[src/rtl/mul_sequencer.sv]
// rtl/mul_sequencer.sv - 16x16 unsigned shift-add multiplier, one CLA add per step.
// Optional MUL_SEQUENCER_ZERO_SKIP_EN: zero operand goes straight to DONE with product 0.
module mul_sequencer (
  input  logic        clk,
  input  logic        rst_n,
  input  logic        start,
  input  logic [15:0] ra,
  input  logic [15:0] rb,
  output logic        busy,
  output logic        done,
  output logic [31:0] product
);

  typedef enum logic [1:0] {IDLE, RUN, DONE} state_t;

  state_t      state, next_state;
  logic [15:0] mcand;
  logic [31:0] p;
  logic [31:0] p_next;
  logic [3:0]  cnt;
  logic [15:0] sum;
  logic        cout;
  logic        skip;

  logic [15:0] g, pr;
  logic [3:0]  grp_g, grp_p, grp_cin;
  logic        carry;

`ifdef MUL_SEQUENCER_ZERO_SKIP_EN
  assign skip = (ra == 16'h0) || (rb == 16'h0);
`else
  assign skip = 1'b0;
`endif

  // Carry-lookahead over 4-bit groups: group generate/propagate feed the group carries
  always_comb begin
    g       = p[31:16] & mcand;
    pr      = p[31:16] ^ mcand;
    grp_g   = '0;
    grp_p   = '0;
    grp_cin = '0;
    sum     = '0;
    for (int j = 0; j < 4; j++) begin
      grp_g[j] = g[4*j+3]
               | (pr[4*j+3] & g[4*j+2])
               | (pr[4*j+3] & pr[4*j+2] & g[4*j+1])
               | (pr[4*j+3] & pr[4*j+2] & pr[4*j+1] & g[4*j]);
      grp_p[j] = &pr[4*j +: 4];
    end
    carry = 1'b0;
    for (int j = 0; j < 4; j++) begin
      grp_cin[j] = carry;
      carry      = grp_g[j] | (grp_p[j] & carry);
    end
    cout = carry;
    for (int j = 0; j < 4; j++) begin
      carry = grp_cin[j];
      for (int k = 0; k < 4; k++) begin
        sum[4*j+k] = pr[4*j+k] ^ carry;
        carry      = g[4*j+k] | (pr[4*j+k] & carry);
      end
    end
  end

  always_comb begin
    p_next = p[0] ? {cout, sum, p[15:1]} : {1'b0, p[31:1]};
  end

  always_comb begin
    next_state = state;
    case (state)
      IDLE:    if (start) next_state = skip ? DONE : RUN;
      RUN:     if (cnt == 4'd15) next_state = DONE;
      DONE:    next_state = IDLE;
      default: next_state = IDLE;
    endcase
  end

  always_ff @(posedge clk or negedge rst_n) begin
    if (!rst_n) begin
      state   <= IDLE;
      mcand   <= '0;
      p       <= '0;
      cnt     <= '0;
      product <= '0;
    end else begin
      state <= next_state;
      case (state)
        IDLE: begin
          if (start) begin
            mcand <= ra;
            cnt   <= '0;
            if (skip) begin
              p       <= '0;
              product <= '0;
            end else begin
              p <= {16'h0, rb};
            end
          end
        end
        RUN: begin
          p   <= p_next;
          cnt <= cnt + 4'd1;
          // Final step: publish the result as we enter DONE
          if (cnt == 4'd15) product <= p_next;
        end
        default: ;
      endcase
    end
  end

  assign busy = (state != IDLE);
  assign done = (state == DONE);

endmodule

[config.mk]
export PLATFORM = sky130hd
export DESIGN_NAME = mul_sequencer
export DESIGN_NICKNAME = d
export VERILOG_FILES = /design/src/rtl/mul_sequencer.sv
export SDC_FILE = /design/constraint.sdc
export NUM_CORES = 1
export LEC_CHECK = 0
export CAP_MARGIN = 20
export CORE_ASPECT_RATIO = 0.6
export CORE_MARGIN = 5
export CORE_UTILIZATION = 36
export CTS_CLUSTER_SIZE = 28
export DETAILED_ROUTE_END_ITERATION = 12
export DONT_BUFFER_PORTS = 1
export GPL_ROUTABILITY_DRIVEN = 0
export PLACE_DENSITY = 0.61
export SYNTH_ARGS = -nofsm -noshare
export SYNTH_HDL_FRONTEND = slang
export SYNTH_SLANG_ARGS = --single-unit
[constraint.sdc]
create_clock -name clk -period 4.4 [get_ports clk]
set_input_delay 0.88 -clock clk [delete_from_list [all_inputs] [get_ports clk]]
set_output_delay 0.88 -clock clk [all_outputs]
set_load 0.02 [all_outputs]
==> flow_summary_export.csv, run 1 <==
group,metric,value,unit
timing,slew-limit-headroom,31.55,%
timing,tns,0,ns
die,dieArea,13750,sq um
timing,slew_viol_final,0,
yosys,ys_warn_count,0,
drt,avgRoutedWirePerCell,15.75,microns
setup_path,critical_path_class,"flip-flop to flip-flop",
clock_network,cts_buffer_depth,2,
timing,setup_violations,0,
layout,nets,491,
power,p_per_area,873.8,nW/um^2
yosys,yosys.area.top_type,"dfrtp_1",
die,die_h,92.84,microns
global_routing,grt_start_max_net_pins,87,
drt,via_count,2851,
power,p_comb_share,36.9,%
setup_path,r2r_end,"p[30]$_DFFE_PN0P_",
power,seqPwrFrac,43.2,%
global_routing,antenna_found_initial,0,
setup_path,path_buf_inv,1,
die,num_rows,30,
die,core,11260,sq um
timing,hold_viol,0,
setup_path,max_stage_delay,0.40,ns
yosys,synth_top_flop_cell,"dfrtp_1",
clock_network,clk_latency,0.34,ns
setup_path,critPathLaunchType,"flip-flop",
timing,max_freq,319.7,MHz
drt,firstDrtPassIters,4,
yosys,synth-async-reset-ratio,100.0,%
power,internal_power,0.002245,W
placement,post-dp-hpwl,5996,microns
timing,rsz0062_at_grt,"false",
drt,drtIter0Drc,170,
yosys,synth-edff-count,0,
clock_network,cts-root-buf,"clkbuf_16",
layout,n_antenna_cell,0,
setup_path,worstPathArrival,3.32,ns
yosys,avgSynthCellArea,9.380,sq um
clock_network,cts.hold.buffers_added,0,
layout,area.growth.synth_to_final,9.177,%
clock_network,post_cts_buffers,0,
timing,skew,0.009008,ns
layout,drive_gt1_share,5.543,%
setup_path,r2r_cells,13,
timing,worstMarginPinSlew,1.027,ns
drt,final_antenna_net_count,0,
power,p_leak,2.108,nW
setup_path,reg2reg_slack,1.27,ns
power,p_sw,0.001683,W
timing,min_period,3.128,ns
yosys,synth_seq_cells,86,
clock_network,path_clk_slew,0.07,ns
power,power_frac_clock,19.9,%
clock_network,cts_buffers,9,
layout,fillCellCount,1132,
setup_path,crit_path_frequent_cell,"fa_1",
setup_path,crit_slowest_cell,"dfrtp_1",
setup_path,cpLargestDelayFamily,"compound AO/OA/AOI/OAI gates",
clock_network,cts.htree.levels,3,
global_routing,track_usage,14.21,%
setup_path,path_cells,"ha_1, a21o_1, a221o_1, a31o_1, a21oi_1, fa_1, fa_1, inv_1, fa_1, xnor2_1, nand2_1, o21ai_0, o21ai_0",
yosys,yosysTopAreaCellShare,52.26,%
yosys,yosys-top-cells-area,"dfrtp_1, nand2_1, o21ai_0",
drt,remaining_drc_errors,0,
die,io_pins,69,
setup_path,endpoint_kind,"flip-flop",
global_routing,grt_pass1_wl,15530,microns
yosys,synthTopCellsByCount,"nand2_1, dfrtp_1, o21ai_0",
timing,finalCritPeriodShare,71.09,%
yosys,synthMostInstantiatedCell,"nand2_1",
power,ir_worst_vdd,289.5,uV
placement,numPortBuffers,0,
drt,vias_per_cell,4.941,
setup_path,required,4.60,ns
yosys,syn_nets,502,
clock_network,cts_resized,0,
die,start_util,36.57,%
power,power,0.003928,W
yosys,syn_inst,439,
global_routing,grt_pass1_vias,2952,
global_routing,grt_overflow_total,0,
run_status,outcome,"completed",
die,die_w,148.1,microns
yosys,synth_cell_types,33,
setup_path,critPathMaxFanout,4,
drt,drt_wl_total,9089,microns
yosys,syn-cell-area,4118,sq um
run,drv_cap,0,
setup_path,reg2reg_from,"p[22]$_DFFE_PN0P_",
min_path,hold_class,"input port to asynchronous set/reset pin",
clock_network,cts.sinks,86,
power,swShare,42.84,%
clock_network,tritoncts,"done",
yosys,yosysSeqAreaShare,52.26,%
==> state kept, by name (all words and copies together) (netlist names) <==
register	cells
p	32
product	32
mcand	16
cnt	4
state	2
==> power by group through the flow <==
stage	Sequential [W]	Combinational, W	Clock, W
3_5_place_dp	0.00172	0.00148	0
2_1_floorplan	0.00158	0.00123	0
3_3_place_gp	0.00170	0.00142	0
6_report	0.00170	0.00145	0.000783
5_1_grt	0.00176	0.00174	0.000840
4_1_cts	0.00171	0.00148	0.000805
==> layout by cell type (no fill, tap or decap), types with 7 or more instances in the layout <==
master / count
clkbuf_16: 9
dfrtp_1: 86
ha_1: 17
nand2_1: 114
a21oi_1: 7
nor2_1: 34
o21ai_1: 12
inv_1: 25
o21ai_0: 47
fa_1: 11
o22ai_1: 15
nand3_1: 19
==> cell type report <==
class | count | area [sq um] | area share, %
Tap cell | 144 | 180.2 | 4.008
Inverter | 26 | 102.6 | 2.282
Timing Repair Buffer | 2 | 15.01 | 0.3340
Multi-Input combinational cell | 303 | 1740 | 38.71
Clock inverter | 7 | 80.08 | 1.781
Clock buffer | 9 | 225.2 | 5.010
Sequential cell | 86 | 2152 | 47.87
==> worst max path at each step <==
stage	from	end	slack, ns	cells after the start
after floorplan	p[22]$_DFFE_PN0P_	p[30]$_DFFE_PN0P_	1.56	13
after global placement	p[22]$_DFFE_PN0P_	p[30]$_DFFE_PN0P_	1.36	13
after detailed placement	p[22]$_DFFE_PN0P_	p[30]$_DFFE_PN0P_	1.25	13
after CTS	p[22]$_DFFE_PN0P_	p[30]$_DFFE_PN0P_	1.24	13
after global routing	p[22]$_DFFE_PN0P_	p[30]$_DFFE_PN0P_	1.03	13
final	p[22]$_DFFE_PN0P_	p[30]$_DFFE_PN0P_	1.27	13
==> layer usage <==
metal / part of all wire, % / routed length [microns] / global-route usage [%]
met5: 0 / 0 / 0
met4: 1.2 / 110 / 3.766
met3: 5.6 / 512 / 5.183
met2: 41 / 3770 / 20.27
met1: 52 / 4697 / 20.34
==> cells by family after synthesis <==
| logic type | count (synthesis) | synth area share (%) |
|---|---|---|
| DFF | 86 | 52.26 |
| AOI/OAI and AO/OA | 89 | 12.12 |
| buffers and inverters | 50 | 5.530 |
| and+or+nand+nor | 177 | 17.50 |
| adders and majority gates | 28 | 10.51 |
| xor gates and xnor gates | 4 | 0.8507 |
| muxes | 5 | 1.215 |
==> metrics by stage <==
stage / setup WS [ns] / util, % / instance area (sq um) / std cells / hold WS [ns]
floorplan: 1.557 / - / 4118 / 439 / 0.4523
global placement: 1.359 / 37.21 / 4190 / 561 / 0.4753
detailed placement: 1.253 / 37.21 / 4190 / 561 / 0.4768
CTS: 1.240 / 39.92 / 4496 / 577 / 0.2147
global route: 1.033 / 39.92 / 4496 / 577 / 0.2078
finish: 1.272 / 39.92 / 4496 / 577 / 0.2305
(Power assumes the default switching activity.)
==> run 2, diff against run 1 <==
--- a/config.mk
+++ b/config.mk
@@ -13,7 +13,7 @@
 export DETAILED_ROUTE_END_ITERATION = 12
 export DONT_BUFFER_PORTS = 1
 export GPL_ROUTABILITY_DRIVEN = 0
-export PLACE_DENSITY = 0.61
+export PLACE_DENSITY = 0.63
 export SYNTH_ARGS = -nofsm -noshare
 export SYNTH_HDL_FRONTEND = slang
 export SYNTH_SLANG_ARGS = --single-unit
==> constraint.sdc (replaced) <==
create_clock -name clk -period 2.8 [get_ports clk]
set_input_delay 0.56 -clock clk [delete_from_list [all_inputs] [get_ports clk]]
set_output_delay 0.56 -clock clk [all_outputs]
set_load 0.02 [all_outputs]
==> run 2 against run 1 <==
Effect of this change: the run now ends with negative setup slack left; sequential power up 56%; utilization up 2.8 points; clock power up 76%; cell count up 4.0%; largest power group is now combinational cells; largest cell class unchanged; critical path depth unchanged; critical endpoint unchanged; sequential cell count unchanged.
==> flow_summary_export.csv, run 2 (same netlist as run 1, synthesis figures left out) <==
group,metric,value,unit
power,swShare,41.74,%
timing,hold_viol,0,
die,start_util,36.57,%
global_routing,track_usage,15.76,%
setup_path,crit_path_frequent_cell,"fa_2",
run_status,outcome,"finished with violations",
global_routing,grt_overflow_total,0,
layout,nets,514,
power,p_per_area,1455,nW/um^2
setup_path,reg2reg_from,"mcand[5]$_DFFE_PN0P_",
layout,n_antenna_cell,0,
setup_path,max_stage_delay,0.39,ns
setup_path,startpoint,"mcand[5]$_DFFE_PN0P_",
layout,fillCellCount,1094,
power,p_sw,0.002921,W
setup_path,endpoint_kind,"flip-flop",
layout,drive_gt1_share,14.04,%
timing,setup_violations,8,
timing,min_period,2.881,ns
layout,largestRegisters,"p: 32 flops, product: 32 flops, mcand: 16 flops",
drt,avgRoutedWirePerCell,17.06,microns
run,drv_cap,0,
clock_network,cts-root-buf,"clkbuf_16",
die,num_rows,30,
timing,rsz0062_at_grt,"true",
clock_network,path_clk_slew,0.07,ns
layout,layout_commonest_cell,"nand2_1",
power,internal_power,0.004078,W
timing,slew-limit-headroom,59.15,%
power,seqPwrFrac,38.0,%
setup_path,r2r_end,"p[30]$_DFFE_PN0P_",
setup_path,path_buf_inv,1,
power,power_frac_clock,19.7,%
die,core,11260,sq um
power,p_leak,2.248,nW
placement,placed_cell_area,4319,sq um
drt,remaining_drc_errors,0,
die,die_h,92.84,microns
run_status,failed_checks,"negative setup slack",
layout,fin_area,4811,sq um
die,io_pins,69,
setup_path,path_cells,"ha_1, and3_4, a221o_1, a31o_1, a21oi_2, fa_2, fa_2, inv_2, fa_2, xnor2_2, nand2_1, o21ai_2, o21ai_1",
drt,firstDrtPassIters,4,
clock_network,clk_latency,0.34,ns
placement,numPortBuffers,0,
layout,final_cell_mix,"nand2_1, dfrtp_1, o21ai_0, nor2_1",
drt,via_count,2992,
timing,skew,0.01129,ns
setup_path,required,3.00,ns
die,dieArea,13750,sq um
clock_network,cts.htree.levels,3,
timing,slew_viol_final,0,
drt,vias_per_cell,4.987,
clock_network,cts_buffer_depth,2,
layout,area.growth.synth_to_final,16.83,%
die,die_w,148.1,microns
setup_path,cpLargestDelayFamily,"adder cells",
layout,multi_input_area,1828,sq um
global_routing,antenna_found_initial,0,
min_path,hold_class,"input port to asynchronous set/reset pin",
global_routing,grt_pass1_vias,3090,
clock_network,tritoncts,"done",
layout,final-seq-area,2152,sq um
setup_path,reg2reg_slack,-0.08,ns
setup_path,worstPathArrival,3.08,ns
drt,final_antenna_net_count,0,
timing,timing.final.ws_setup,-0.08135,ns
timing,max_freq,347.1,MHz
timing,finalCritPeriodShare,102.9,%
clock_network,cts_buffers,9,
timing,whs,0.08452,ns
setup_path,r2r_cells,13,
clock_network,cts.sinks,86,
setup_path,critical_path_class,"flip-flop to flip-flop",
setup_path,critPathMaxFanout,3,
global_routing,grt_pass1_wl,16990,microns
setup_path,critPathLaunchType,"flip-flop",
drt,drt_wl_total,10240,microns
drt,drtIter0Drc,210,
global_routing,grt_start_max_net_pins,87,
placement,post-dp-hpwl,6889,microns
power,ir_worst_vdd,421.7,uV
power,p_comb_share,42.3,%
setup_path,crit_slowest_cell,"dfrtp_1",
timing,worstMarginPinSlew,0.6113,ns
-- run 2: cell types whose count changed in the layout (fill, tap and decap cells not counted), moves of 2 or more --
cell | before | now
fa_1 | 11 | 2
buf_4 | 2 | 24
clkbuf_1 | 0 | 2
bufinv_16 | 1 | 3
inv_6 | 3 | 0
o21ai_1 | 12 | 19
ha_4 | 0 | 3
o21ai_2 | 0 | 3
clkinvlp_4 | 2 | 0
ha_1 | 17 | 14
o21ai_0 | 47 | 37
fa_2 | 0 | 9
-- run 2: power by group through the flow --
stage | registers, W | clock network (W) | logic [W]
2_1_floorplan | 0.00249 | 0 | 0.00195
3_3_place_gp | 0.00264 | 0 | 0.00252
3_5_place_dp | 0.00267 | 0 | 0.00266
4_1_cts | 0.00267 | 0.00141 | 0.00288
5_1_grt | 0.00276 | 0.00146 | 0.00339
6_report | 0.00266 | 0.00138 | 0.00296
-- run 2: cell type report --
cell class | instances | share of cell area, %
Multi-Input combinational cell | 303 | 38.00
Clock inverter | 5 | 2.237
Inverter | 26 | 2.133
Timing Repair Buffer | 25 | 4.317
Tap cell | 144 | 3.745
Sequential cell | 86 | 44.73
Clock buffer | 11 | 4.837
-- run 2: how the worst max path moves through the flow --
| stage | slack, ns | cells past startpoint | to |
|---|---|---|---|
| finish | -0.08 | 13 | p[30]$_DFFE_PN0P_ |
| global route | -0.21 | 13 | p[30]$_DFFE_PN0P_ |
| CTS | -0.08 | 11 | p[29]$_DFFE_PN0P_ |
| detailed placement | -0.22 | 11 | p[26]$_DFFE_PN0P_ |
| global placement | -0.12 | 11 | p[26]$_DFFE_PN0P_ |
| floorplan | 0.002 | 13 | p[30]$_DFFE_PN0P_ |
-- run 2: routing by layer --
metal / vias up / track usage (%) / wire [microns]
met5: - / 0 / 0
met4: 0 / 3.689 / 103
met3: 11 / 6.944 / 815
met2: 58 / 22.85 / 4403
met1: 1448 / 21.69 / 4912
li1: 1475 / - / -
-- run 2: repair_timing --
action / in CTS / in global routing
setup endpoints to repair: 12 / 13
pin swaps: 6 / 5
setup buffers: 5 / 2
resized for setup: 16 / 10
endpoints found under the hold margin: 86 / 0
hold buffers: 1 / 0
-- run 2: stage by stage --
step           TNS [ns]  setup slack, ns  util, %  power, W  cells
5_1_grt          -1.495          -0.2071    42.72  0.007603    600
6_report        -0.4861         -0.08135    42.72  0.006999    600
3_3_place_gp    -0.7164          -0.1188    38.36  0.005161    576
4_1_cts         -0.4604         -0.08194    42.41  0.006952    598
3_5_place_dp     -1.418          -0.2151    38.36  0.005329    576
2_1_floorplan         0         0.002288        -  0.004443    439
==> run 3, diff against run 2 <==
--- a/config.mk
+++ b/config.mk
@@ -5,6 +5,7 @@
 export SDC_FILE = /design/constraint.sdc
 export NUM_CORES = 1
 export LEC_CHECK = 0
+export ABC_AREA = 1
 export CAP_MARGIN = 20
 export CORE_ASPECT_RATIO = 0.6
 export CORE_MARGIN = 5
==> run 3 against run 2 <==
Effect of this change: the run still ends with negative setup slack left; worst hold slack gained 0.036 ns; synthesized cell count shrank 0.23%; cell count grew 4.2%; setup slack gained 0.039 ns; clock power shrank 7%; maximum frequency grew 1.4%; routed wire length grew 0.46%; highest routed layer unchanged; die area grew 1.9%; synthesized area grew 2.0%; first-iteration DRC count grew 35%; utilization grew 0.55 points.
==> flow_summary_export.csv, run 3 <==
group,metric,value,unit
drt,avgRoutedWirePerCell,16.45,microns
timing,finalCritPeriodShare,101.5,%
setup_path,crit_slowest_cell,"dfrtp_1",
layout,n_antenna_cell,0,
clock_network,clk_latency,0.34,ns
yosys,synth_top_flop_cell,"dfrtp_1",
drt,drt_wl_total,10280,microns
placement,placed_cell_area,4417,sq um
setup_path,cpLargestDelayFamily,"adder cells",
power,ir_worst_vdd,477.9,uV
layout,final_cell_mix,"nand2_1, dfrtp_1, inv_1, a21oi_1, buf_4",
setup_path,crit_path_frequent_cell,"nand2_2",
global_routing,grt_pass1_vias,3174,
yosys,syn-cell-area,4202,sq um
global_routing,grt_overflow_total,0,
clock_network,cts.sinks,86,
setup_path,critPathMaxFanout,4,
die,start_util,36.94,%
timing,rsz0062_at_grt,"true",
drt,final_antenna_net_count,0,
drt,drtIter0Drc,283,
yosys,synth_cell_types,29,
layout,fin_area,4921,sq um
layout,drive_gt1_share,19.78,%
power,power,0.007577,W
yosys,synth_seq_cells,86,
yosys,yosys-top-cells-area,"dfrtp_1, nand2_1, fa_1",
power,p_per_area,1540,nW/um^2
setup_path,max_stage_delay,0.41,ns
drt,vias_per_cell,4.906,
yosys,synthMostInstantiatedCell,"nand2_1",
clock_network,cts_buffers,9,
layout,layout_commonest_cell,"nand2_1",
clock_network,cts.htree.levels,3,
yosys,avgSynthCellArea,9.593,sq um
min_path,hold_class,"input port to asynchronous set/reset pin",
drt,via_count,3066,
power,p_leak,2.404,nW
die,core,11370,sq um
setup_path,required,3.02,ns
drt,remaining_drc_errors,0,
global_routing,grt_pass1_wl,16840,microns
timing,slew_viol_final,0,
run_status,failed_checks,"negative setup slack",
timing,max_freq,351.8,MHz
timing,setup_violations,6,
placement,post-dp-hpwl,7097,microns
die,die_w,149.5,microns
timing,hold_viol,0,
yosys,yosysTopAreaCellShare,51.22,%
yosys,yosys.area.top_type,"dfrtp_1",
global_routing,track_usage,15.54,%
timing,skew,0.007611,ns
yosys,ys_warn_count,0,
yosys,synth-edff-count,0,
timing,min_period,2.842,ns
timing,worstMarginPinSlew,0.6465,ns
run_status,outcome,"finished with violations",
timing,timing.final.ws_setup,-0.04221,ns
yosys,yosysSeqAreaShare,51.22,%
global_routing,antenna_found_initial,0,
setup_path,reg2reg_slack,-0.04,ns
placement,numPortBuffers,0,
setup_path,worstPathArrival,3.06,ns
clock_network,cts-root-buf,"clkbuf_16",
run,drv_cap,0,
timing,slew-limit-headroom,56.85,%
layout,fillCellCount,1072,
yosys,synthTopCellsByCount,"nand2_1, dfrtp_1, inv_1",
setup_path,critPathLaunchType,"flip-flop",
setup_path,path_buf_inv,3,
layout,area.growth.synth_to_final,17.12,%
setup_path,endpoint_kind,"flip-flop",
layout,nets,523,
die,num_rows,30,
clock_network,tritoncts,"done",
die,io_pins,69,
clock_network,cts_buffer_depth,2,
layout,largestRegisters,"p: 32 flops, product: 32 flops, mcand: 16 flops",
die,die_h,93.68,microns
clock_network,path_clk_slew,0.06,ns
yosys,syn_nets,501,
drt,firstDrtPassIters,4,
global_routing,grt_start_max_net_pins,87,
die,dieArea,14000,sq um
setup_path,path_cells,"ha_4, nand3_1, nor2_1, nor2_2, nand2_2, nand2_2, nand2_2, inv_2, fa_2, fa_2, inv_2, fa_1, nand2_1, o21ai_1, inv_1, o22ai_1",
yosys,syn_inst,438,
yosys,synth-async-reset-ratio,100.0,%
setup_path,critical_path_class,"flip-flop to flip-flop",
==> run 3: layer usage <==
metal	vias to the layer above	track usage [%]	share of wire [%]
li1	1469	-	-
met1	1499	21.13	46
met4	0	4.950	2.0
met5	-	0	0
met2	78	22.82	44
met3	20	6.075	7.7
==> run 3: kinds of logic after synthesis <==
family                   count (synthesis)  share of synthesized area (%)
flip-flops                              86                          51.22
AND/OR/NAND/NOR                        139                          13.16
buffers and inverters                   74                          7.891
XOR/XNOR                                 5                          1.042
adder cells (fa/ha/maj)                 28                          10.30
multiplexers                             6                          1.608
AO/OA/AOI/OAI                          100                          14.77
==> run 3: what timing repair did <==
action,4_1_cts,5_1_grt
buffers inserted,12,0
gates resized for setup,10,12
pin swaps,1,0
hold buffers,1,0
hold endpoints to repair,86,0
endpoints found under the setup margin,8,15
==> run 3: cell type report <==
cell class / count / area [sq um] / share of cell area [%]
repair buffers: 30 / 257.7 / 5.238
flip-flops and latches: 86 / 2152 / 43.73
multi-input cells: 278 / 1780 / 36.18
clock inverters: 5 / 81.33 / 1.653
clock buffers: 11 / 242.7 / 4.933
inverters: 55 / 206.4 / 4.195
well taps: 160 / 200.2 / 4.068
==> run 3: worst reg2reg max path, cell delays in order, from the launching register on <==
cell	delay, ns
dfrtp_1	0.41
ha_4	0.31
nand3_1	0.08
nor2_1	0.13
nor2_2	0.06
nand2_2	0.10
nand2_2	0.06
nand2_2	0.08
inv_2	0.04
fa_2	0.35
fa_2	0.34
inv_2	0.06
fa_1	0.39
nand2_1	0.07
o21ai_1	0.06
inv_1	0.10
o22ai_1	0.07
==> run 3: per-stage QoR <==
| stage | hold slack, ns | worst slack [ns] | utilization, % | std cells | TNS (ns) |
|---|---|---|---|---|---|
| 3_3_place_gp | 0.2664 | -0.09577 | 38.83 | 596 | -0.2769 |
| 5_1_grt | 0.1331 | -0.1735 | 43.27 | 625 | -1.453 |
| 4_1_cts | 0.1343 | -0.002522 | 43.07 | 625 | -0.002522 |
| 3_5_place_dp | 0.2662 | -0.1807 | 38.83 | 596 | -0.9606 |
| 2_1_floorplan | 0.2644 | 0.07659 | - | 438 | 0 |
| 6_report | 0.1207 | -0.04221 | 43.27 | 625 | -0.1574 |
==> run 3: final timing paths <==
check / cells after the start / startpoint / end
max in group asynchronous: 1 / rst_n / mcand[12]$_DFFE_PN0P_
min in group clk: 1 / ra[15] / mcand[15]$_DFFE_PN0P_
worst min register to register: 2 / p[31]$_DFFE_PN0P_ / p[31]$_DFFE_PN0P_
worst max-delay path: 16 / p[23]$_DFFE_PN0P_ / p[29]$_DFFE_PN0P_
worst min-delay path: 1 / rst_n / product[10]$_DFFE_PN0P_
worst max register to register: 16 / p[23]$_DFFE_PN0P_ / p[29]$_DFFE_PN0P_
==> run 3: power breakdown <==
| group | internal (W) | leakage [nW] | switching (W) |
|---|---|---|---|
| Sequential | 0.00187 | 1.02 | 0.000765 |
| Clock | 0.000807 | 0.156 | 0.000487 |
| Combinational | 0.00163 | 1.22 | 0.00201 |
| Total | 0.00431 | 2.40 | 0.00326 |
